**src/rtl/gauss_frame_sequencer.sv**
```systemverilog
// ============================================================================
// gauss_frame_sequencer
//   Raster-scans a source frame, feeds each 3x3 window to the Gaussian filter
//   peripheral, polls for completion and writes the result to a destination.
//   Optional build macro: GAUSS_SEQ_TIMEOUT_EN (poll timeout with sticky err).
//   Revision: 1.0
// ============================================================================
`default_nettype none

module gauss_frame_sequencer #(
    parameter int IMG_W  = 16,
    parameter int IMG_H  = 16,
    parameter int ADDR_W = 10
) (
    input  logic              clk,
    input  logic              rst,
    input  logic              start,
    output logic              busy,
    output logic              done,
    output logic              err,
    output logic [ADDR_W-1:0] img_addr,
    input  logic [7:0]        img_rdata,
    output logic [ADDR_W-1:0] out_addr,
    output logic [7:0]        out_wdata,
    output logic              out_we,
    output logic              g_select,
    output logic              g_we,
    output logic [31:0]       g_wdata,
    input  logic [31:0]       g_rdata
);

    localparam logic [ADDR_W-1:0] SRC_W  = ADDR_W'(IMG_W);
    localparam logic [ADDR_W-1:0] DST_W  = ADDR_W'(IMG_W - 2);
    localparam logic [ADDR_W-1:0] C_LAST = ADDR_W'(IMG_W - 3);
    localparam logic [ADDR_W-1:0] R_LAST = ADDR_W'(IMG_H - 3);
    localparam logic [ADDR_W-1:0] ONE_A  = ADDR_W'(1);

    typedef enum logic [3:0] {
        S_IDLE  = 4'd0,
        S_FETCH = 4'd1,
        S_LOAD  = 4'd2,
        S_KICK  = 4'd3,
        S_POLL  = 4'd4,
        S_READ  = 4'd5,
        S_STORE = 4'd6,
        S_NEXT  = 4'd7,
        S_DONE  = 4'd8
    } state_t;

    state_t            state_q, state_d;
    logic [ADDR_W-1:0] r_q, r_d;
    logic [ADDR_W-1:0] c_q, c_d;
    logic [1:0]        dr_q, dr_d;
    logic [1:0]        dc_q, dc_d;
    logic              first_q, first_d;
    logic [7:0]        pix_q, pix_d;
`ifdef GAUSS_SEQ_TIMEOUT_EN
    logic [7:0]        tmo_q, tmo_d;
    logic              err_q, err_d;
`endif

    logic [ADDR_W-1:0] src_addr;
    logic [ADDR_W-1:0] dst_addr;
    logic              unused_rdata;

    assign src_addr = (r_q + {{(ADDR_W-2){1'b0}}, dr_q}) * SRC_W
                    + c_q + {{(ADDR_W-2){1'b0}}, dc_q};
    assign dst_addr = r_q * DST_W + c_q;
    assign unused_rdata = ^g_rdata[31:8];

`ifdef GAUSS_SEQ_TIMEOUT_EN
    assign err = err_q;
`else
    assign err = 1'b0;
`endif

    always_ff @(posedge clk) begin
        if (rst) begin
            state_q <= S_IDLE;
            r_q     <= '0;
            c_q     <= '0;
            dr_q    <= 2'd0;
            dc_q    <= 2'd0;
            first_q <= 1'b0;
            pix_q   <= 8'd0;
`ifdef GAUSS_SEQ_TIMEOUT_EN
            tmo_q   <= 8'd0;
            err_q   <= 1'b0;
`endif
        end else begin
            state_q <= state_d;
            r_q     <= r_d;
            c_q     <= c_d;
            dr_q    <= dr_d;
            dc_q    <= dc_d;
            first_q <= first_d;
            pix_q   <= pix_d;
`ifdef GAUSS_SEQ_TIMEOUT_EN
            tmo_q   <= tmo_d;
            err_q   <= err_d;
`endif
        end
    end

    always_comb begin
        state_d   = state_q;
        r_d       = r_q;
        c_d       = c_q;
        dr_d      = dr_q;
        dc_d      = dc_q;
        first_d   = first_q;
        pix_d     = pix_q;
`ifdef GAUSS_SEQ_TIMEOUT_EN
        tmo_d     = tmo_q;
        err_d     = err_q;
`endif
        busy      = (state_q != S_IDLE) && (state_q != S_DONE);
        done      = 1'b0;
        img_addr  = '0;
        out_addr  = '0;
        out_wdata = 8'd0;
        out_we    = 1'b0;
        g_select  = 1'b0;
        g_we      = 1'b0;
        g_wdata   = 32'd0;

        case (state_q)
            S_IDLE: begin
                r_d  = '0;
                c_d  = '0;
                dr_d = 2'd0;
                dc_d = 2'd0;
                if (start) begin
                    state_d = S_FETCH;
`ifdef GAUSS_SEQ_TIMEOUT_EN
                    err_d   = 1'b0;
`endif
                end
            end
            S_FETCH: begin
                img_addr = src_addr;
                state_d  = S_LOAD;
            end
            S_LOAD: begin
                g_select = 1'b1;
                g_we     = 1'b1;
                g_wdata  = {24'd0, img_rdata};
                if (dr_q == 2'd2 && dc_q == 2'd2) begin
                    dr_d    = 2'd0;
                    dc_d    = 2'd0;
                    state_d = S_KICK;
                end else if (dc_q == 2'd2) begin
                    dc_d    = 2'd0;
                    dr_d    = dr_q + 2'd1;
                    state_d = S_FETCH;
                end else begin
                    dc_d    = dc_q + 2'd1;
                    state_d = S_FETCH;
                end
            end
            S_KICK: begin
                g_we    = 1'b1;
                g_wdata = 32'h1;
                first_d = 1'b1;
`ifdef GAUSS_SEQ_TIMEOUT_EN
                tmo_d   = 8'd0;
`endif
                state_d = S_POLL;
            end
            S_POLL: begin
                // The peripheral's busy flag may not yet reflect the kick on
                // the first poll cycle, so that sample is discarded.
                first_d = 1'b0;
`ifdef GAUSS_SEQ_TIMEOUT_EN
                tmo_d   = tmo_q + 8'd1;
`endif
                if (!first_q && !g_rdata[0]) begin
                    state_d = S_READ;
`ifdef GAUSS_SEQ_TIMEOUT_EN
                end else if (tmo_q == 8'd254) begin
                    err_d   = 1'b1;
                    state_d = S_NEXT;
`endif
                end
            end
            S_READ: begin
                g_select = 1'b1;
                pix_d    = g_rdata[7:0];
                state_d  = S_STORE;
            end
            S_STORE: begin
                out_we    = 1'b1;
                out_addr  = dst_addr;
                out_wdata = pix_q;
                state_d   = S_NEXT;
            end
            S_NEXT: begin
                if (c_q == C_LAST) begin
                    c_d = '0;
                    if (r_q == R_LAST) begin
                        state_d = S_DONE;
                    end else begin
                        r_d     = r_q + ONE_A;
                        state_d = S_FETCH;
                    end
                end else begin
                    c_d     = c_q + ONE_A;
                    state_d = S_FETCH;
                end
            end
            S_DONE: begin
                done    = 1'b1;
                state_d = S_IDLE;
            end
            default: state_d = S_IDLE;
        endcase
    end

endmodule

`default_nettype wire

```
**config.mk**
```make
export PLATFORM = sky130hd
export DESIGN_NAME = gauss_frame_sequencer
export DESIGN_NICKNAME = d
export VERILOG_FILES = /design/src/rtl/gauss_frame_sequencer.sv
export SDC_FILE = /design/constraint.sdc
export NUM_CORES = 1
export LEC_CHECK = 0
export ABC_AREA = 1
export CAP_MARGIN = 20
export CORE_MARGIN = 2
export CORE_UTILIZATION = 40
export DETAILED_ROUTE_END_ITERATION = 7
export PLACE_DENSITY_LB_ADDON = 0.3
export SLEW_MARGIN = 20
export SYNTH_ARGS = -nofsm -noshare
export SYNTH_HDL_FRONTEND = slang
export SYNTH_SLANG_ARGS = --single-unit
export TNS_END_PERCENT = 30
```
**constraint.sdc**
```tcl
create_clock -name clk -period 3.4 [get_ports clk]
set_input_delay 0.34 -clock clk [delete_from_list [all_inputs] [get_ports clk]]
set_output_delay 0.34 -clock clk [all_outputs]
set_load 0.1 [all_outputs]
```
==> run summary, run 1 <==
The share of the synthesized area in the top cell type is 0.2081. The iteration count of the initial detailed-routing pass is 4. The startpoint type of the worst setup path is a flop.

The final hold violation count is 0. Using the TritonRoute via totals, the vias-per-cell ratio works out to 4.823. The number of antenna diodes in the final layout is 0. Across the run, the number of max-cap violations was 0.

The post-placement cell count came out at 705. The remaining global-route overflow is 0. The net switching component of the power came out at 0.0004695 W. For this design the ratio of total power to cell area is 249.3 mW/mm^2. Setup repair after global routing could not meet its margin everywhere. The average cell area after synthesis came out at 6.666 um^2. Entering global routing, the biggest net connects 23 pins. The number of slew-limit violations in the final report came to 0. The standard cell core area came out at 0.008678 mm^2. The full die area is 0.009670 mm^2. The net switching share of the total power came out at 0.4180.

The routed wirelength normalized by instance count came out at 11.83 um. The number of nets with antenna violations after detailed routing came out at 0. The initial utilization of the core area, before any placement, comes to 0.4102. The flip-flop and latch count after synthesis is 37. The min-delay analysis places its worst path in the category reg -> reg. The number of buffers created by CTS came out at 5. Detailed placement finished with a half-perimeter wire length of 6.699 mm. The via count of the first global-routing pass was 3067. The number of violations reported at the end of detailed-routing iteration 0 came out at 216. Headroom to the max-slew limit came out at 0.3547. The worst-case setup margin in the final layout is -0.1512 ns. The biggest area consumer among synthesized cells is sky130_fd_sc_hd__dfxtp_1. Of the total power, the clock network draws 0.274.

The first global-routing pass estimated 13.90 mm of wire. Setup violations remaining at the end of the flow were counted as 4. The total of hold buffers inserted after clock tree synthesis came out at 0. Of all nets on the critical path, the largest fanout is 3.

The internal power of the cells came out at 0.0006537 W. The routability congestion estimate came out at 0.8203. The portion of total power attributed to sequential cells came out at 0.402. For this run, the top clock speed supported by timing is 281.6 MHz. The total power is 0.001123 W.

Summed over all cells, the static leakage comes to 2.204 nW. The number of I/O port buffers is 59. In the layout the commonest cells are sky130_fd_sc_hd__nand2_1 (95), sky130_fd_sc_hd__inv_1 (80), sky130_fd_sc_hd__nor2_1 (64), sky130_fd_sc_hd__a21oi_1 (50), sky130_fd_sc_hd__buf_4 (49). The post-synthesis instance total is 534.

The slew at the pin closest to its max-slew limit came out at 0.9649 ns. The checks that failed: negative setup slack. The relative area change from synthesis to final layout is 26.57%.

The number of primary I/O pins is 109. Yosys printed 0 warnings. The detailed-route wire length is 8.495 mm. The cell at the root of the clock tree is sky130_fd_sc_hd__clkbuf_8. The path type of the worst setup path is reg -> out. The initial antenna violation count came to 0. By area the synthesized netlist is led by sky130_fd_sc_hd__dfxtp_1 (21%), sky130_fd_sc_hd__ha_1 (12%), sky130_fd_sc_hd__nand2_1 (10%).

The combined area of the multi-input logic cells came out at 0.002447 mm^2. STA classifies the critical path endpoint as an output pin. The sequential standard cell area is 753.2 um^2. The setup skew after layout is 0.01090 ns.

The tree built by TritonCTS fans out to 37 sinks. Counting I/O delays and the setup requirement, the final critical path takes 3.551 ns. After synthesis, the netlist uses 34 different library cells. The part of the cycle the worst path needs came out at 1.044.

The maximum resistive drop on vdd is 154.0 uV. The post-layout net count is 697. STA puts the critical path data required time at 3.06 ns.

No sink is reached through more buffers than the 2 on the longest clock path. For this block, the via count after detailed routing is 3463. Of the total power, combinational logic draws 0.324.

The clock slew seen by the registers of the worst setup and hold paths came out at 0.08 ns. The filler-free cell count of the finished design came out at 718. On the final layout, the worst hold slack is 0.4579 ns. The post-detailed-route DRC marker count is 0. Of the cells placed in the final design, the portion with a size suffix greater than 1 is 0.1721.

Of the synthesized area, sequential elements account for 0.2081. The run finished, with violations left. The TritonCTS clock tree is yes. The count of fill cells added during filler insertion is 850. In the global route stage, overall resource usage came out at 0.1703. The commonest non-fill, non-tap cell in the layout is sky130_fd_sc_hd__nand2_1.

The H-tree level count is 2. The floorplan step set the die width to 98.34 um. The post-synthesis instance area came out at 0.003560 mm^2. Data on the critical path arrives at its endpoint at 3.21 ns. The floorplan die height is 98.34 um. The number of placement rows came out at 34.

The clock latency on the worst-skew pair is 0.29 ns.
-- power by group through the flow --
stage	registers [W]	logic [W]	clock network, W
floorplan	0.000460	0.000320	0
global placement	0.000462	0.000360	0
detailed placement	0.000462	0.000362	0
CTS	0.000451	0.000363	0.000316
global route	0.000453	0.000387	0.000336
finish	0.000451	0.000364	0.000308
-- cell usage after synthesis, drive strengths merged --
cell type  instances
nor3b              1
nand3             23
a31oi              3
inv               84
or2                1
a21oi             56
a21o               3
o31ai              1
nor2              70
nand4              9
xor2              14
nor3               7
o22ai              2
nand2            100
buf               27
conb               1
o21a               2
dfxtp             37
ha                35
fa                10
o211ai             1
clkbuf             8
xnor2              9
o21ai             30
-- registers in the layout, indices dropped and copies added, names as in the netlist --
| signal | cells |
|---|---|
| dr_q | 2 |
| first_q | 1 |
| dc_q | 2 |
| c_q | 10 |
| r_q | 10 |
| pix_q | 8 |
| state_q | 4 |
-- layout make-up --
cell class / count / share of cell area
Sequential cell: 37 / 0.1672
Clock inverter: 3 / 0.003610
Tap cell: 108 / 0.02999
Multi-Input combinational cell: 402 / 0.5432
Clock buffer: 5 / 0.01527
Inverter: 84 / 0.06998
Timing Repair Buffer: 79 / 0.1708
-- path summary, 6_finish.rpt --
check,start,endpoint,slack [ns],cells after the start
setup / recovery,r_q[0]$_SDFFE_PP0P_,out_addr[8],-0.15,13
hold reg to reg,pix_q[7]$_SDFFE_PP0P_,pix_q[7]$_SDFFE_PP0P_,0.46,2
setup reg to reg,c_q[1]$_SDFFE_PP0P_,r_q[0]$_SDFFE_PP0P_,1.53,10
hold / removal,pix_q[7]$_SDFFE_PP0P_,pix_q[7]$_SDFFE_PP0P_,0.46,2
-- kinds of logic after synthesis --
family | Yosys count | synth area share
xor+xnor | 23 | 0.05659
simple gates | 211 | 0.2562
fa+ha+maj | 45 | 0.1793
other cells | 1 | 0.001053
flops | 37 | 0.2081
buf+inv | 119 | 0.1543
compound gates | 98 | 0.1445
-- critical path: stages, from the launching register on --
cell and delay, ns:
sky130_fd_sc_hd__dfxtp_4 0.35, sky130_fd_sc_hd__fa_1 0.53, sky130_fd_sc_hd__ha_2 0.18, sky130_fd_sc_hd__inv_1 0.05, sky130_fd_sc_hd__fa_2 0.35, sky130_fd_sc_hd__inv_2 0.08, sky130_fd_sc_hd__a31oi_2 0.09, sky130_fd_sc_hd__xnor2_1 0.14
sky130_fd_sc_hd__ha_1 0.35, sky130_fd_sc_hd__a21o_1 0.21, sky130_fd_sc_hd__a31oi_4 0.18, sky130_fd_sc_hd__a21oi_2 0.08, sky130_fd_sc_hd__nor2_2 0.15, sky130_fd_sc_hd__buf_12 0.19
-- layer usage --
layer / wire length, um / vias up / global-route usage
met2: 4067 / 68 / 0.2821
met1: 4077 / 1581 / 0.2372
met3: 266 / 10 / 0.02219
li1: - / 1804 / -
met4: 83 / 0 / 0.03793
met5: 0 / - / 0
-- metrics by stage --
stage                     setup slack (ns)  cell area, um^2  setup TNS (ns)    util
after detailed placement           0.02886             4324               0  0.4983
after global routing               -0.2922             4506          -1.353  0.5192
final                              -0.1512             4506         -0.5363  0.5192
after floorplan                    -0.3629             3695          -1.606       -
after global placement             0.06310             4324               0  0.4983
after CTS                          -0.1450             4449         -0.4283  0.5127
-- repair_timing --
item	4_1_cts	5_1_grt
setup endpoints to repair	4	6
pin swaps	6	5
gates resized for setup	7	7
setup buffers	2	3
No activity file was read; power rests on OpenSTA's default activity.
==> run 2: changes to the inputs <==
--- a/config.mk
+++ b/config.mk
@@ -10,6 +10,7 @@
 export CORE_MARGIN = 2
 export CORE_UTILIZATION = 40
 export DETAILED_ROUTE_END_ITERATION = 7
+export DONT_BUFFER_PORTS = 1
 export PLACE_DENSITY_LB_ADDON = 0.3
 export SLEW_MARGIN = 20
 export SYNTH_ARGS = -nofsm -noshare
==> run summary, run 2 (synthesis results as in run 1) <==
The maximum frequency from static timing analysis is 275.5 MHz. The final hold violation count came out at 0. The per-cell via count in the routed design is 4.960. The floorplan die height is 98.34 um. The part of the cycle the worst path needs came out at 1.068. The worst setup path is captured at an output pin.

For this run the aggregate overflow at the end of global routing stands at 0. The standard cell core area came out at 0.008678 mm^2. The relative area change from synthesis to final layout came out at 27.52%. The full die area is 0.009670 mm^2. The final setup violation count came out at 5.

The die is 98.34 um wide. The count of fill cells added during filler insertion came out at 817. The H-tree level count is 2. The overall via count from detail_route came out at 3477. In this run the worst path has a maximum fanout of 4.

Clock-pin slew was measured on the worst setup and hold paths at 0.08 ns. At the later pin of the worst-skew pair, clock insertion delay measures 0.30 ns. The first detailed-routing pass ran for 4 iterations. The effective utilization at floorplan came out at 0.4102. The post-placement cell count is 685.

The library cell used most frequently in the layout, excluding fill and tap cells, is sky130_fd_sc_hd__nand2_1. Across all setup checks in the final design, the least slack found is -0.2298 ns. The post-detailed-route DRC marker count is 0. The setup skew after layout came out at 0.007505 ns.

The number of primary I/O pins came out at 109. The ratio of cells with drive above 1 in the final layout came out at 0.2580. The checks that failed: negative setup slack. Once detail routing completed, the nets flagged for antenna violations numbered 0. Summed over all cells, the static leakage comes to 2.170 nW. The count of buffers added on input and output ports is 0. The count of maximum capacitance violations is 0. The largest net degree at the start of global routing is 23.

The first global-routing pass estimated 14.19 mm of wire. The via count of the first global-routing pass is 3182. The filler-free cell count of the finished design is 701.

The overall global routing resource usage came out at 0.1735. For the pin with the worst max-slew slack, the measured transition is 0.8999 ns. The worst-case headroom to the max-slew limit is 0.3986.

The number of placement rows is 34. TritonCTS built the clock tree. The time the final worst path needs with I/O delays and setup came out at 3.630 ns. The HPWL reported at the end of detailed placement is 6.648 mm.

The clock passes through at most 2 buffers. The number of buffers created by CTS came out at 5. The number of slew-limit violations in the final report came to 0. The initial antenna violation count came out at 0. Setup repair after global routing could not meet its margin everywhere.

In this run the worst hold path is classified as in -> reg. The power per standard cell area came out at 262.6 mW/mm^2. The net count of the finished layout is 680. The number of diodes added for antenna fixing came out at 0. Summing all placed instances gives a cell area of 0.004188 mm^2. CTS saw 37 sinks. The post-layout instance area came out at 0.004539 mm^2. The detailed router finished its first iteration with 157 violations. The flow ran to the end, but the final reports show violations.

The library cells used most frequently in the layout, excluding fill and tap cells, are sky130_fd_sc_hd__nand2_1 (91), sky130_fd_sc_hd__inv_1 (79), sky130_fd_sc_hd__buf_4 (49), sky130_fd_sc_hd__a21oi_1 (41), sky130_fd_sc_hd__nor2_1 (40). The routed wirelength normalized by instance count came out at 12.53 um. The cell sitting at the root of the clock tree is a sky130_fd_sc_hd__clkbuf_8. Data on the critical path arrives at its endpoint at 3.29 ns. The detailed-route wire length is 8.785 mm. The largest registers in the layout are c_q x10, r_q x10, pix_q x8. The critical path is of the reg -> out type. At the end of routability-driven placement, the weighted congestion stood at 0.8439. The startpoint type of the worst setup path is a flop. The maximum resistive drop on vdd is 159.8 uV. At the worst endpoint, the required time is 3.06 ns.
[run 2: changes by cell type in the layout (fill, tap and decap cells not counted), sizes merged]
cell / delta
clkdlybuf4s50: -19
buf: +1
bufinv: +1
clkbuf: +1
clkinv: -1
clkinvlp: +1
inv: -1
[run 2: through the flow]
| step | setup slack [ns] | util | total power (W) | TNS, ns | hold WS [ns] |
|---|---|---|---|---|---|
| floorplan | -0.3629 | - | 0.0007793 | -1.606 | 0.4295 |
| global placement | 0.1047 | 0.4826 | 0.0007997 | 0 | 0.4073 |
| detailed placement | 0.02478 | 0.4826 | 0.0008032 | 0 | 0.4081 |
| CTS | -0.1879 | 0.5037 | 0.001196 | -0.7682 | 0.09243 |
| global route | -0.3616 | 0.5231 | 0.001238 | -1.453 | 0.08801 |
| finish | -0.2298 | 0.5231 | 0.001192 | -0.6464 | 0.1016 |
[run 2: area by class of cell]
class	instances	area [um^2]	share of cell area
Clock buffer	5	68.82	0.01516
Clock inverter	3	46.29	0.01020
Inverter	84	315.3	0.06946
Multi-Input combinational cell	402	2628	0.5788
Sequential cell	37	753.2	0.1659
Tap cell	108	135.1	0.02977
Timing Repair Buffer	62	593.1	0.1307
[run 2: repair_timing]
item                                    4_1_cts  5_1_grt
pin swaps                                    14       18
hold buffers                                  0        0
endpoints found under the setup margin        5        9
resized for setup                            10       31
setup buffers                                 4        4
[run 2: power breakdown]
part	switching [W]	leakage, nW	internal (W)
sequential	0.00000995	0.302	0.000440
combinational	0.000295	1.81	0.0000548
clock	0.000174	0.0543	0.000220
[run 2: final timing paths]
path                                            from                      end  slack, ns  cells after the start
worst max-delay path             r_q[3]$_SDFFE_PP0P_              out_addr[8]      -0.23                     14
worst min-delay path                             rst  state_q[1]$_SDFFE_PP0P_       0.10                      1
worst max register to register   c_q[1]$_SDFFE_PP0P_      r_q[4]$_SDFFE_PP0P_       1.53                     10
worst min register to register  first_q$_SDFFE_PP0P_     first_q$_SDFFE_PP0P_       0.45                      2
[run 2: routing by layer]
metal	vias up	wire length, um	GRT usage
met5	-	0	0
met4	0	116	0.04531
met3	13	431	0.02792
met2	91	4262	0.2930
met1	1606	3975	0.2310
li1	1767	-	-
[run 2: worst max-delay path: stages, from the launching register on]
cell and delay, ns:
sky130_fd_sc_hd__dfxtp_4 0.37, sky130_fd_sc_hd__buf_6 0.12, sky130_fd_sc_hd__fa_2 0.54, sky130_fd_sc_hd__inv_2 0.04
sky130_fd_sc_hd__fa_2 0.43, sky130_fd_sc_hd__inv_2 0.10, sky130_fd_sc_hd__a31oi_4 0.09, sky130_fd_sc_hd__xnor2_2 0.14
sky130_fd_sc_hd__ha_1 0.34, sky130_fd_sc_hd__a21o_1 0.23, sky130_fd_sc_hd__a31oi_4 0.17, sky130_fd_sc_hd__nand3_1 0.10
sky130_fd_sc_hd__nand2_1 0.10, sky130_fd_sc_hd__nor2_2 0.06, sky130_fd_sc_hd__buf_12 0.16
==> patch 1: new RTL, flow settings as in run 2 <==
Register the output `out_addr`, with the module's reset; this adds one clock of latency there. The other outputs are not delayed to match.
--- a/src/rtl/gauss_frame_sequencer.sv
+++ b/src/rtl/gauss_frame_sequencer.sv
@@ -47,6 +47,8 @@
         S_DONE  = 4'd8
     } state_t;
 
+    logic [ADDR_W-1:0] out_addr_d;
+
     state_t            state_q, state_d;
     logic [ADDR_W-1:0] r_q, r_d;
     logic [ADDR_W-1:0] c_q, c_d;
@@ -117,7 +119,7 @@
         busy      = (state_q != S_IDLE) && (state_q != S_DONE);
         done      = 1'b0;
         img_addr  = '0;
-        out_addr  = '0;
+        out_addr_d = '0;
         out_wdata = 8'd0;
         out_we    = 1'b0;
         g_select  = 1'b0;
@@ -190,7 +192,7 @@
             end
             S_STORE: begin
                 out_we    = 1'b1;
-                out_addr  = dst_addr;
+                out_addr_d = dst_addr;
                 out_wdata = pix_q;
                 state_d   = S_NEXT;
             end
@@ -216,6 +218,14 @@
         endcase
     end
 
+    always_ff @(posedge clk) begin
+        if (rst) begin
+            out_addr <= '0;
+        end else begin
+            out_addr <= out_addr_d;
+        end
+    end
+
 endmodule
 
 `default_nettype wire
Check against the original RTL: no difference found for any inputs over 10 cycles, from zero or initial values and one cycle with rst high; that may be too few to reach the edited logic, so the function may still have changed.
==> patch 1 against run 2 <==
Utilization shrank 5.8 points; highest routed layer unchanged; clock skew rose by 0.0070 ns; critical path type unchanged; register-to-register slack worse by 1.2 ns; setup slack gained 0.45 ns; power grew 21%; largest cell class unchanged; first-iteration DRC count shrank 22%; routed wire length fell by 0.71%; sequential cell count is 10 higher; synthesized area up 7.8%; final area fell by 4.9%; global-route usage shrank 0.51 points; via count about the same; largest power group unchanged.
==> patch 1: results (changes against run 2) <==
* Status: finished clean
* Routability Congestion at 0.853 (+1.1%)
* Top flop regs: c_q x10, out_addr x10, r_q x10
* Period utilization at 93.5% (-13 points)
* Sequential area share after synthesis at 24.5% (+3.7 points)
* Vias in the first global route at 3,161 (-0.66%)
* Placed cell areas at 0.00417 mm2 (-0.48%)
* Routed via count at 3,479 (+0.058%)
* FF-to-FF setup slack at 0.37 ns (-1.16 ns)
* Post-route insts no fill at 718 (+2.4%)
* Worst slew margin at 37.6% (-2.3 points)
* CP max stage cell: fa_1
* Wire length on met2 at 4.18 mm (-2.0%)
* Xor/xnor share of the synthesized area at 5.02% (-0.64 points)
* WL met3 at 292 um (-32%)
* Max FO, Critical Path at 9 (+5)
* Placed Instances at 710 (+3.6%)
* GR Layer Usage met3 at 2.26% (-0.53 points)
* Worst EP arrival at 2.84 ns (-0.45 ns)
* RR Endpoint: out_addr[7]$_SDFF_PP0_
* DRT iter0 DRCs at 122 (-22%)
* Peak VDD IR at 0.145 mV (-9.5%)
* Adder-cell share of the synthesized area at 16.6% (-1.3 points)
* Htree depth at 2 (unchanged)
* Pre-CTS WS at 0.439 ns (+0.414 ns)
* Int Pwr at 0.000912 W (+28%)
* Synth area leaders: dfxtp_1 25%, ha_1 11%, nand2_1 10%
* Layout cells sized above 1 at 14.6% (-11 points)
* GR Layer Usage met2 at 28.9% (-0.36 points)
* Post-synthesis compound-gate area fraction at 13.1% (-1.3 points)
* Post-synth top cells: 107 x nand2_1, 78 x inv_1, 74 x nor2_1
* Final WL at 8.72 mm (-0.71%)
* Largest net degree at the start of global routing at 22 (-4.3%)
* FF-to-FF path depth at 10 (unchanged)
* Post-CTS Resized at 0 (-10)
* Final Cell Area at 0.00432 mm2 (-4.9%)
* Clk_skew at 0.0145 ns (+0.00703 ns)
* Fin nets at 676 (-0.59%)
* Post-Syn Area per Cell at 6.88 um2 (+3.2%)
* Worst setup path start: r_q[0]$_SDFFE_PP0P_
* Hold EP: c_q[8]$_SDFFE_PP0P_
* Postcts setup bufs at 0 (-4)
* Met1 Usage GRT at 22.0% (-1.1 points)
* Slowest stage delay, CP at 0.40 ns (-0.14 ns)
* Register clock-pin slew on the reported worst setup and hold paths at 0.10 ns (+0.02 ns)
* Synth unique cells at 37 (+8.8%)
* Worst R2R Start: r_q[1]$_SDFFE_PP0P_
* Post-DP HPWL at 6.89 mm (+3.6%)
* Worst Hold Slack at 0.0842 ns (-0.0174 ns)
* Fillers at 959 (+17%)
* Root Buffer: clkbuf_8
* First-pass GRT wire length at 14.3 mm (+0.63%)
[patch 1: cell types whose count changed after synthesis, sizes merged, moves of 3 or more]
| cell | run 2 | this run |
|---|---|---|
| nor3 | 7 | 3 |
| nand4 | 9 | 13 |
| a21oi | 56 | 53 |
| nand2 | 100 | 115 |
| clkbuf | 8 | 3 |
| nor2 | 70 | 78 |
| dfxtp | 37 | 47 |
[patch 1: power by group through the flow]
stage	Sequential, W	Clock (W)	Combinational (W)
global route	0.000579	0.000528	0.000393
detailed placement	0.000589	0	0.000365
global placement	0.000588	0	0.000364
CTS	0.000576	0.000506	0.000367
finish	0.000577	0.000499	0.000367
floorplan	0.000586	0	0.000345
[patch 1: cell type report]
class / instances / area share (%)
Clock buffer: 5 / 1.59
Clock inverter: 3 / 1.57
Inverter: 82 / 7.13
Multi-Input combinational cell: 421 / 58.5
Sequential cell: 47 / 21.8
Tap cell: 129 / 3.74
Timing Repair Buffer: 31 / 5.65
==> patch 2: new RTL, settings of run 2 <==
Made on the original files. Change the parameter `ADDR_W` from 10 to 9.
--- a/src/rtl/gauss_frame_sequencer.sv
+++ b/src/rtl/gauss_frame_sequencer.sv
@@ -10,7 +10,7 @@
 module gauss_frame_sequencer #(
     parameter int IMG_W  = 16,
     parameter int IMG_H  = 16,
-    parameter int ADDR_W = 10
+    parameter int ADDR_W = 9
 ) (
     input  logic              clk,
     input  logic              rst,
Ports: changed (resized img_addr and out_addr); port bits go from 109 to 107. The function was not compared with the original's and may differ.
==> patch 2 against run 2 <==
Setup slack improved by 0.15 ns; synthesized area decreased by 6.8%; largest cell class unchanged; critical path depth decreased by 2; clock skew increased by 0.0066 ns; routed wire length decreased by 12%; sequential cell count decreased by 2; power decreased by 3.0%; utilization decreased by 2.7 points; the run still ends with setup timing left; final area decreased by 11%.
==> patch 2: results (changes against run 2) <==
* Leakage at 1.88 nW (-13%)
* Peak VDD IR at 0.196 mV (+22%)
* Status: finished, violations left
* Mapped Cells at 505 (-5.4%)
* Placed cell areas at 0.00381 mm2 (-9.0%)
* Synth area leaders: dfxtp_1 21%, nand2_1 12%, ha_1 11%
* Synth unique cells at 31 (-8.8%)
* # port buffers at 0 (unchanged)
* Largest family of logic cells by synthesized area: simple AND/OR/NAND/NOR gates
* Adder-cell share of the synthesized area at 16.7% (-1.2 points)
* Worst Max-Slew Pin Slew at 0.898 ns (-0.00208 ns)
* Vias in the first global route at 2,786 (-12%)
* Worst EP arrival at 3.14 ns (-0.15 ns)
* Pre-CTS WS at 0.0799 ns (+0.0551 ns)
* Fin nets at 634 (-6.8%)
* Sequential area share after synthesis at 21.1% (+0.31 points)
* Routed via count at 3,164 (-9.0%)
* Final WL at 7.74 mm (-12%)
* Top flop regs: c_q x9, r_q x9, pix_q x8
* Setup TNS at -0.120 ns (+0.527 ns)
* Post-route insts no fill at 658 (-6.1%)
* Violated checks: setup timing
* First-pass GRT wire length at 12.4 mm (-12%)
* Ys async rst share at 0% (unchanged)
* Post-synthesis compound-gate area fraction at 12.6% (-1.9 points)
* Post-synth top cells: 109 x nand2_1, 72 x nor2_1, 68 x inv_1
* Post-DP HPWL at 5.96 mm (-10%)
* Placed Instances at 646 (-5.7%)
* Setup ws final at -0.0764 ns (+0.153 ns)
* Initial antenna violation count at 0 (unchanged)
* CTS Hold Bufs at 0 (unchanged)
* Top FF cell, synth: dfxtp_1
* Final setup fails at 3 (-2)
* DRT iter0 DRCs at 104 (-34%)
* Clk_lat worst skew at about 0.29 ns
* Xor/xnor share of the synthesized area at 3.70% (-2.0 points)
* Clk_skew at 0.0141 ns (+0.00657 ns)
* GRT Total Usage at 17.1% (-0.28 points)
* Routability Congestion at 0.920 (+9.0%)
* Layout cells sized above 1 at 22.6% (-3.2 points)
* Max FO, Critical Path at 5 (+1)
==> patch 2: power breakdown <==
| group | switching, W | internal [W] | leakage [nW] |
|---|---|---|---|
| sequential | 0.0000105 | 0.000418 | 0.285 |
| clock | 0.000163 | 0.000218 | 0.0581 |
| combinational | 0.000294 | 0.0000537 | 1.54 |
==> patch 2: final timing paths <==
kind                         startpoint                    end  slack, ns  cells after the start
hold / removal                      rst    c_q[1]$_SDFFE_PP0P_       0.11                      1
setup / recovery    r_q[2]$_SDFFE_PP0P_            out_addr[8]      -0.08                     12
hold reg to reg   pix_q[2]$_SDFFE_PP0P_  pix_q[2]$_SDFFE_PP0P_       0.48                      2
setup reg to reg    r_q[3]$_SDFFE_PP0P_    r_q[4]$_SDFFE_PP0P_       1.60                      8
==> patch 2: final cells by class <==
type,count,area [um2]
clock inverters,3,43.8
flip-flops and latches,35,708
multi-input cells,391,2390
fillers,782,4100
repair buffers,47,420
clock buffers,5,68.8
well taps,105,131
inverters,72,270
==> patch 2: critical path: stages (launching register included) <==
cell and delay (ns):
dfxtp_4 0.37, fa_1 0.50, ha_4 0.19, fa_2 0.37, xor2_1 0.16, ha_2 0.40
nand2_1 0.12, nor2_1 0.15, a21oi_2 0.08, nand3_1 0.08, nand2_1 0.06, nor2_2 0.17
buf_12 0.19
==> patch 2: what timing repair did <==
action | 4_1_cts | 5_1_grt
buffers inserted | 2 | 2
cloned | 0 | 0
endpoints found under the setup margin | 4 | 4
resized for setup | 17 | 5
pin swaps | 8 | 11
==> patch 2: routing by layer <==
metal  vias to the layer above  GRT usage [%]  share of wire [%]
li1                       1649              -                  -
met1                      1443           22.9                 47
met2                        66           29.0                 48
met3                         6           2.29                3.9
met4                         0           4.11               0.87
met5                         -              0                  0
